### src/rtl/micro_pkg.sv
// Shared definitions for the microprogram sequencer: sequencing-field
// encodings, default widths/addresses and the sequencer state encoding.
package micro_pkg;

    localparam int UPC_W_DEF      = 8;
    localparam int FETCH_ADDR_DEF = 0;

    // Sequencing field of a microword
    typedef enum logic [2:0] {
        SEQ_NEXT     = 3'd0,
        SEQ_JUMP     = 3'd1,
        SEQ_BRZ      = 3'd2,
        SEQ_BRNZ     = 3'd3,
        SEQ_DISPATCH = 3'd4,
        SEQ_FETCH    = 3'd5,
        SEQ_HALT     = 3'd6,
        SEQ_RSVD     = 3'd7
    } seq_op_e;

    // Sequencer control state
    typedef enum logic [1:0] {
        ST_IDLE = 2'd0,
        ST_RUN  = 2'd1,
        ST_ERR  = 2'd2
    } seq_state_e;

endpackage

### src/rtl/micro_next_addr.sv
// Combinational next-microaddress mux with control-store range check.
// illegal flags a dispatch target or sequential/branch target that lies
// outside the populated control store.
module micro_next_addr
    import micro_pkg::*;
#(
    parameter int UPC_W      = UPC_W_DEF,
    parameter int DEPTH      = 75,
    parameter int FETCH_ADDR = FETCH_ADDR_DEF
) (
    input  logic [UPC_W-1:0] upc,
    input  logic [2:0]       uop,
    input  logic [UPC_W-1:0] ubr,
    input  logic             z_flag,
    input  logic [15:0]      map_addr,
    output logic [UPC_W-1:0] nxt_upc,
    output logic             illegal
);

    localparam logic [UPC_W-1:0] FETCH_UPC = UPC_W'(FETCH_ADDR);
    // One extra bit so upc+1 wrapping past the top of the field is still caught
    localparam logic [UPC_W:0]   DEPTH_W   = (UPC_W+1)'(DEPTH);
    localparam logic [15:0]      DEPTH_16  = 16'(DEPTH);

    logic [UPC_W:0] inc_wide;
    logic [UPC_W:0] tgt_wide;
    logic           seq_tgt;

    assign inc_wide = {1'b0, upc} + {{UPC_W{1'b0}}, 1'b1};

    // Select the next address; sequential/branch targets share one range check
    always_comb begin
        tgt_wide = inc_wide;
        seq_tgt  = 1'b1;
        nxt_upc  = inc_wide[UPC_W-1:0];
        illegal  = 1'b0;
        case (uop)
            SEQ_JUMP: tgt_wide = {1'b0, ubr};
            SEQ_BRZ:  if (z_flag)  tgt_wide = {1'b0, ubr};
            SEQ_BRNZ: if (!z_flag) tgt_wide = {1'b0, ubr};
            SEQ_DISPATCH: begin
                seq_tgt = 1'b0;
                nxt_upc = map_addr[UPC_W-1:0];
                // Full-width compare: high map bits beyond UPC_W are not ignored
                illegal = (map_addr >= DEPTH_16);
            end
            SEQ_FETCH, SEQ_HALT: begin
                seq_tgt = 1'b0;
                nxt_upc = FETCH_UPC;
            end
            default: tgt_wide = inc_wide;  // NEXT and reserved
        endcase
        if (seq_tgt) begin
            nxt_upc = tgt_wide[UPC_W-1:0];
            illegal = (tgt_wide >= DEPTH_W);
        end
    end

endmodule

### src/rtl/micro_sequencer.sv
// Microprogram sequencer: uPC register, IDLE/RUN/ERR control, done pulse
// and dispatched-instruction counter. Next address comes from micro_next_addr.
module micro_sequencer
    import micro_pkg::*;
#(
    parameter int UPC_W      = UPC_W_DEF,
    parameter int DEPTH      = 75,
    parameter int FETCH_ADDR = FETCH_ADDR_DEF
) (
    input  logic             clk,
    input  logic             rst_n,
    input  logic             start,
    input  logic [15:0]      map_addr,
    input  logic [2:0]       uop,
    input  logic [UPC_W-1:0] ubr,
    input  logic             z_flag,
    input  logic             stall,
    output logic [UPC_W-1:0] upc,
    output logic             run,
    output logic             done,
    output logic             err,
    output logic [15:0]      instr_cnt
);

    localparam logic [UPC_W-1:0] FETCH_UPC = UPC_W'(FETCH_ADDR);

    seq_state_e       state_reg, state_next;
    logic [UPC_W-1:0] upc_reg, upc_next;
    logic             done_reg, done_next;
    logic             err_reg, err_next;
    logic [15:0]      cnt_reg, cnt_next;

    logic [UPC_W-1:0] nxt_upc;
    logic             illegal;

    micro_next_addr #(
        .UPC_W      (UPC_W),
        .DEPTH      (DEPTH),
        .FETCH_ADDR (FETCH_ADDR)
    ) u_next_addr (
        .upc      (upc_reg),
        .uop      (uop),
        .ubr      (ubr),
        .z_flag   (z_flag),
        .map_addr (map_addr),
        .nxt_upc  (nxt_upc),
        .illegal  (illegal)
    );

    // State, uPC, done pulse, error flag and counter registers
    always_ff @(posedge clk or negedge rst_n) begin
        if (!rst_n) begin
            state_reg <= ST_IDLE;
            upc_reg   <= FETCH_UPC;
            done_reg  <= 1'b0;
            err_reg   <= 1'b0;
            cnt_reg   <= 16'd0;
        end else begin
            state_reg <= state_next;
            upc_reg   <= upc_next;
            done_reg  <= done_next;
            err_reg   <= err_next;
            cnt_reg   <= cnt_next;
        end
    end

    // Next-state logic; stall freezes everything, done defaults low so it pulses
    always_comb begin
        state_next = state_reg;
        upc_next   = upc_reg;
        done_next  = 1'b0;
        err_next   = err_reg;
        cnt_next   = cnt_reg;
        case (state_reg)
            ST_IDLE: begin
                if (start) begin
                    state_next = ST_RUN;
                    upc_next   = FETCH_UPC;
                    cnt_next   = 16'd0;
                end
            end
            ST_RUN: begin
                if (!stall) begin
                    if (illegal) begin
                        // uPC is left pointing at the offending microword
                        state_next = ST_ERR;
                        err_next   = 1'b1;
                    end else if (uop == SEQ_HALT) begin
                        state_next = ST_IDLE;
                        upc_next   = FETCH_UPC;
                        done_next  = 1'b1;
                    end else begin
                        upc_next = nxt_upc;
                        if (uop == SEQ_DISPATCH) begin
                            cnt_next = cnt_reg + 16'd1;
                        end
                    end
                end
            end
            ST_ERR: begin
                if (start) begin
                    state_next = ST_RUN;
                    upc_next   = FETCH_UPC;
                    cnt_next   = 16'd0;
                    err_next   = 1'b0;
                end
            end
            default: begin
                state_next = ST_IDLE;
                upc_next   = FETCH_UPC;
            end
        endcase
    end

    assign upc       = upc_reg;
    assign run       = (state_reg == ST_RUN);
    assign done      = done_reg;
    assign err       = err_reg;
    assign instr_cnt = cnt_reg;

endmodule
### config.mk
export PLATFORM = sky130hd
export DESIGN_NAME = micro_sequencer
export DESIGN_NICKNAME = d
export VERILOG_FILES = /design/src/rtl/micro_pkg.sv /design/src/rtl/micro_next_addr.sv /design/src/rtl/micro_sequencer.sv
export SDC_FILE = /design/constraint.sdc
export NUM_CORES = 1
export LEC_CHECK = 0
export ABC_AREA = 1
export CORE_UTILIZATION = 48
export CTS_CLUSTER_DIAMETER = 100
export DETAILED_ROUTE_END_ITERATION = 10
export GPL_TIMING_DRIVEN = 0
export PLACE_DENSITY_LB_ADDON = 0.2
export SLEW_MARGIN = 5
export SYNTH_ARGS = -nofsm -noshare
export SYNTH_HDL_FRONTEND = slang
export SYNTH_SLANG_ARGS = --single-unit
### constraint.sdc
create_clock -name clk -period 2 [get_ports clk]
set_input_delay 0.4 -clock clk [delete_from_list [all_inputs] [get_ports clk]]
set_output_delay 0.4 -clock clk [all_outputs]
set_load 0.05 [all_outputs]
* Word level (Yosys, flattened, before mapping)
Cells that the tools add are included.
** Storage, ports and cells
- Register bits :: 28
- Output and inout port bits :: 27
- Input bits :: 32
- Word-level logic and storage cells :: 66
** Operators by class
- Multiplexer cells :: 31
- Magnitude comparators :: 2
- Reductions and logical operators :: 10
- Equal/unequal tests :: 16
- Add/subtract/negate cells :: 2
** Operators by type and width (count)
- $mux 16 :: 5
- $mux 8 :: 5
- $pmux 16 s2 :: 1
- $pmux 8 s2 :: 2
- $pmux 9 s3 :: 1
- $mux 9 :: 2
- $add 16x1->16 const B :: 1
- $ge 16x7->1 const B :: 1
- $add 8x1->9 const B :: 1
- $eq 3x3->1 const B :: 3
- $ge 9x7->1 const B :: 1
- $mux 1 :: 9
- $mux 2 :: 4
- $ne 2x2->1 const B :: 4
- $eq 3x2->1 const B :: 2
- $ne 2x1->1 const B :: 3
- $reduce_and 3->1 :: 2
- $reduce_and 6->1 :: 1
- $pmux 2 s2 :: 1
- $reduce_and 4->1 :: 1
- $reduce_bool 2->1 :: 2
- $reduce_or 2->1 :: 2
- $eq 3x1->1 const B :: 1
- $ne 3x1->1 const B :: 1
- 5 further kinds :: 5

* Depth between registers and ports, before layout
- Word-level depth :: 8
- Mapped depth :: 18
- Mapped depth without buffers :: 16

* Cells and area by module
Synthesis repeated with hierarchy kept, for this count alone.
** Second synthesis, totals
- Cells, all modules :: 333
- Area, all modules :: 2195.9 µm²
** Modules (own cells, without submodules)
- micro_sequencer :: times used 1, cells each 214, area each 1649.1 µm², seq. area each 700.7 µm²
- micro_next_addr :: times used 1, cells each 119, area each 546.8 µm², seq. area each 0.0 µm²

* Worst setup path before layout
No wires, ideal clock.
- Path kind :: register to register
- Start :: register cnt_reg[0] (netlist: instr_cnt[0])
- End :: register cnt_reg[14] (netlist: instr_cnt[14])
- Path buffers :: 0
- Period minus slack after synthesis :: 2241 ps
- Data required time :: 1934 ps
- Arrival time :: 2175 ps
- Cell stages (with the launch flop) :: 12
- Library setup time :: 66 ps
- Setup slack :: -241 ps
- Path through :: dfrtp_1 ha_1 nand2_1 nor2_1 nand2_1 nor4_1 nand3_1 o21ai_0 o21ai_0 nor2_1 nand3_1 nand2_1
** On the way
- Word-level cells in the longest chain between the ends :: 6
** RTL lines
- start, declared :: line micro_sequencer.sv:31 : logic [15:0] cnt_reg, cnt_next;
- start signal, assigned :: line micro_sequencer.sv:63 : cnt_reg <= cnt_next;
- $add 16x1->16 :: line micro_sequencer.sv:95 : cnt_next = cnt_reg + 16'd1;
- $mux 16 :: line micro_sequencer.sv:94 : if (uop == SEQ_DISPATCH) begin
- $mux 16 :: line micro_sequencer.sv:88 : end else if (uop == SEQ_HALT) begin
- $mux 16 :: line micro_sequencer.sv:84 : if (illegal) begin
- $mux 16 :: line micro_sequencer.sv:83 : if (!stall) begin
- $pmux 16 s2 :: line micro_sequencer.sv:74 : case (state_reg)
Every way passes these cells. The select of a mux whose other input is x is not followed.
A chain may end at the register's enable or synchronous reset.

* Worst setup path after layout
- Start :: input port map_addr[0]
- End :: register cnt_reg[9] (netlist: instr_cnt[9])
** On the way
- Word-level cells in the longest chain between the ends :: 5
** RTL lines
- start, declared :: line micro_sequencer.sv:13 : input logic [15:0] map_addr,
- $ge 16x7->1 :: line micro_next_addr.sv:45 : illegal = (map_addr >= DEPTH_16);
- $mux 1 :: line micro_next_addr.sv:37 : case (uop)
- $mux 1 :: line micro_next_addr.sv:53 : if (seq_tgt) begin
- $ne 2x2->1 (no line)
- $reduce_and 6->1 (no line)
Every way passes these cells.

==> impl_metrics.toml <==
[sta]
hold_viol_final = 0
clock_skew_ns = 0.0115
finalSetupViolations = 24
rsz0062_at_grt = "true"
drv_slew = 0
post-route-min-period_ns = 2.29
relSlewSlack_pct = 57.9
worst_hold_slack_ns = 0.116
finalCritPeriodShare_pct = 115
setup_slack_ns = -0.291
worst_pin_slew_ns = 0.632
fmax_mhz = 436

[worst_setup_path]
crit-reg2reg-launch = "upc[1]$_DFFE_PN0P_"
path_cells = "clkdlybuf4s50_1 > nand2_1 > inv_1 > o21ai_0 > nand2_1 > nand2_1 > a31oi_1 > a21oi_4 > nand2_4 > nand2_8 > nand2_8 > clkbuf_16 > nand2_2 > nand2_1"
r2r-end = "instr_cnt[9]$_DFFE_PN0P_"
worstPathMaxFanout = 8
crit_type = "in -> reg"
reg2regPathDepth = 16
startpoint_type = "primary input"
critical_path_buf_inv_count = 3
crit_start = "map_addr[0]"
cpPeakStageDelay_ns = 0.45
crit_path_frequent_cell = "nand2_1"
end_kind = "flop"
slowest_stage = "clkdlybuf4s50_1"
crit_required_ns = 2.17
worstPathArrival_ns = 2.46
reg2reg_slack_ns = -0.17
cp_top_family = "simple AND/OR/NAND/NOR gates"
cp.depth = 14

[synth]
synth_area_leader_cell = "dfrtp_1"
synth_top_area_share_pct = 34.1
yosysWarnings = 0
netlist_area_um2 = 2060
avgSynthCellArea_um2 = 6.78
ys_types = 35
synth_cells = 303
syn-num-nets = 337
ys_ff_latch = 28
synth.area.top_cells = "dfrtp_1 (34%), nand2_1 (15%), nand3_1 (10%)"
seq_area_frac_synth_pct = 34.1

[floorplan]
ioPinCount = 59
die_h_um = 67.4
die_area_um2 = 4550
coreArea_um2 = 4060
die_x_um = 67.4
rows = 23
start_util_pct = 50.7

[clocking]
cts.sinks = 28
path_clk_slew_ns = 0.11
cts_buffers = 3
clk_path_buf_depth = 2
insertion_delay_ns = 0.29
hold_buffers = 0
cts_tree = "built"
cts_root_buf = "clkbuf_8"
htree_levels = 1

[final_layout]
n_fill_cell = 243
drive_above_1_share_pct = 29.2
syn2layout_area_growth_pct = 61.0
fin_nets = 426
diodes = 0
largest_reg_flops = 16
final_common_cell = "nand2_1"
final_cell_mix = "nand2_1 (70), clkdlybuf4s50_1 (40), nor2_1 (32)"

[global_routing]
gr-total-overflow = 0
grt_max_degree = 29
grt_util_all_layers_pct = 26.0
antenna_found_initial = 0
grtUsageMet2_pct = 46.5
grt_pass1_vias = 2104
grtUsageMet3_pct = 4.90
grt_pass1_wl_um = 9000
met1_usage_pct = 32.0
busiest_layer = "met2"

[status]
status = "complete, but fails checks"
violations = "setup timing"

[power]
power_uw = 3560
ir_drop_mv = 0.829
p_leak_uw = 0.00169
p_per_area_nw_per_um2 = 1070

[detailed_routing]
drtPass1Iterations = 5
drcViolationCount = 0
routedWlPerCell_um = 15.8
vias = 2536
viasPerCell = 5.75
ant_nets = 0
wirelength_um = 6980
drt_iter0_markers = 292

[placement]
gp_congestion = 0.882
pre_cts_slack_ns = -0.676
dp_hpwl_um = 3930
portBuffers = 58

[hold_path]
hold_class = "in -> async"

[job]
max-cap-violations = 0
## through the flow
| stage | setup TNS [ns] | instances | area, um^2 | utilization (%) |
|---|---|---|---|---|
| after floorplan | 0 | 303 | 2090 | - |
| after global placement | -15.11 | 411 | 2730 | 67.3 |
| after detailed placement | -16.89 | 411 | 2730 | 67.3 |
| after CTS | -0.0123 | 422 | 2860 | 70.5 |
| after global routing | -6.25 | 441 | 3310 | 81.6 |
| final | -5.13 | 441 | 3310 | 81.6 |
## worst register-to-register path, delay by kind of cell (launching register included)
| kind | cells | cell delay (ns) |
|---|---|---|
| simple gates | 13 | 1.10 |
| buf+inv | 2 | 0.24 |
| fa+ha+maj | 1 | 0.27 |
| flops | 1 | 0.46 |
## worst max path at each step
stage / to / slack, ns
2_1_floorplan: instr_cnt[10]$_DFFE_PN0P_ / 0.009
3_3_place_gp: instr_cnt[10]$_DFFE_PN0P_ / -0.61
3_5_place_dp: instr_cnt[12]$_DFFE_PN0P_ / -0.68
4_1_cts: instr_cnt[12]$_DFFE_PN0P_ / -0.007
5_1_grt: instr_cnt[8]$_DFFE_PN0P_ / -0.32
6_report: instr_cnt[9]$_DFFE_PN0P_ / -0.29
## metal layers
metal	up-vias	routed length (um)
li1	1176	-
met1	1172	2740
met2	158	3510
met3	30	576
met4	0	151
met5	-	0
## where the power goes
part	switching, uW	total (uW)	internal, uW
sequential	188	873	685
clock	191	368	177
combinational	1360	2320	953
total	1740	3560	1810
## Yosys cell counts
cell type  instances
a31oi_1            2
nor3b_1            3
nor2_1            37
xnor2_1            1
a211oi_4           1
a21oi_1            9
nand2_1           84
a21boi_2           1
nand3_1           41
xor2_1             4
buf_4              2
clkinv_1           3
o211ai_1           1
nor4_1             1
o21ai_1            2
nand3b_1           3
o21bai_1           1
clkbuf_1           1
nand2_2           13
buf_2              1
dfrtp_1           28
inv_2              3
buf_6              1
a21o_1             1
a22oi_1            5
and3_1             1
o21ai_0           10
buf_12             1
nor2_2             3
nor3_1             7
nand4_1            4
inv_1             22
nand2_4            2
ha_1               2
o21ai_2            2
## layout make-up
| cell class | count | area (um^2) | area share [%] |
|---|---|---|---|
| clock buffer | 4 | 55.1 | 1.66 |
| buffer | 6 | 70.1 | 2.12 |
| timing repair buffer | 84 | 852 | 25.7 |
| multi-input combinational | 241 | 1450 | 43.7 |
| inverter | 28 | 113 | 3.40 |
| tap | 50 | 62.6 | 1.89 |
| sequential | 28 | 712 | 21.5 |
## timing repair
item | 4_1_cts | 5_1_grt
pin swaps | 2 | 23
buffers inserted | 7 | 16
gates resized for setup | 18 | 79
gates cloned | 0 | 3
endpoints found under the setup margin | 30 | 33
hold endpoints to repair | 0 | 0
## cells by family after synthesis
group / count (synthesis) / share of synthesized area (%)
xor gates and xnor gates: 5 / 2.13
adders and majority gates: 2 / 1.22
DFF: 28 / 34.1
and+or+nand+nor: 199 / 43.8
AOI/OAI and AO/OA: 35 / 11.0
buffers and inverters: 34 / 7.79
No activity file was read; power rests on OpenSTA's default activity.
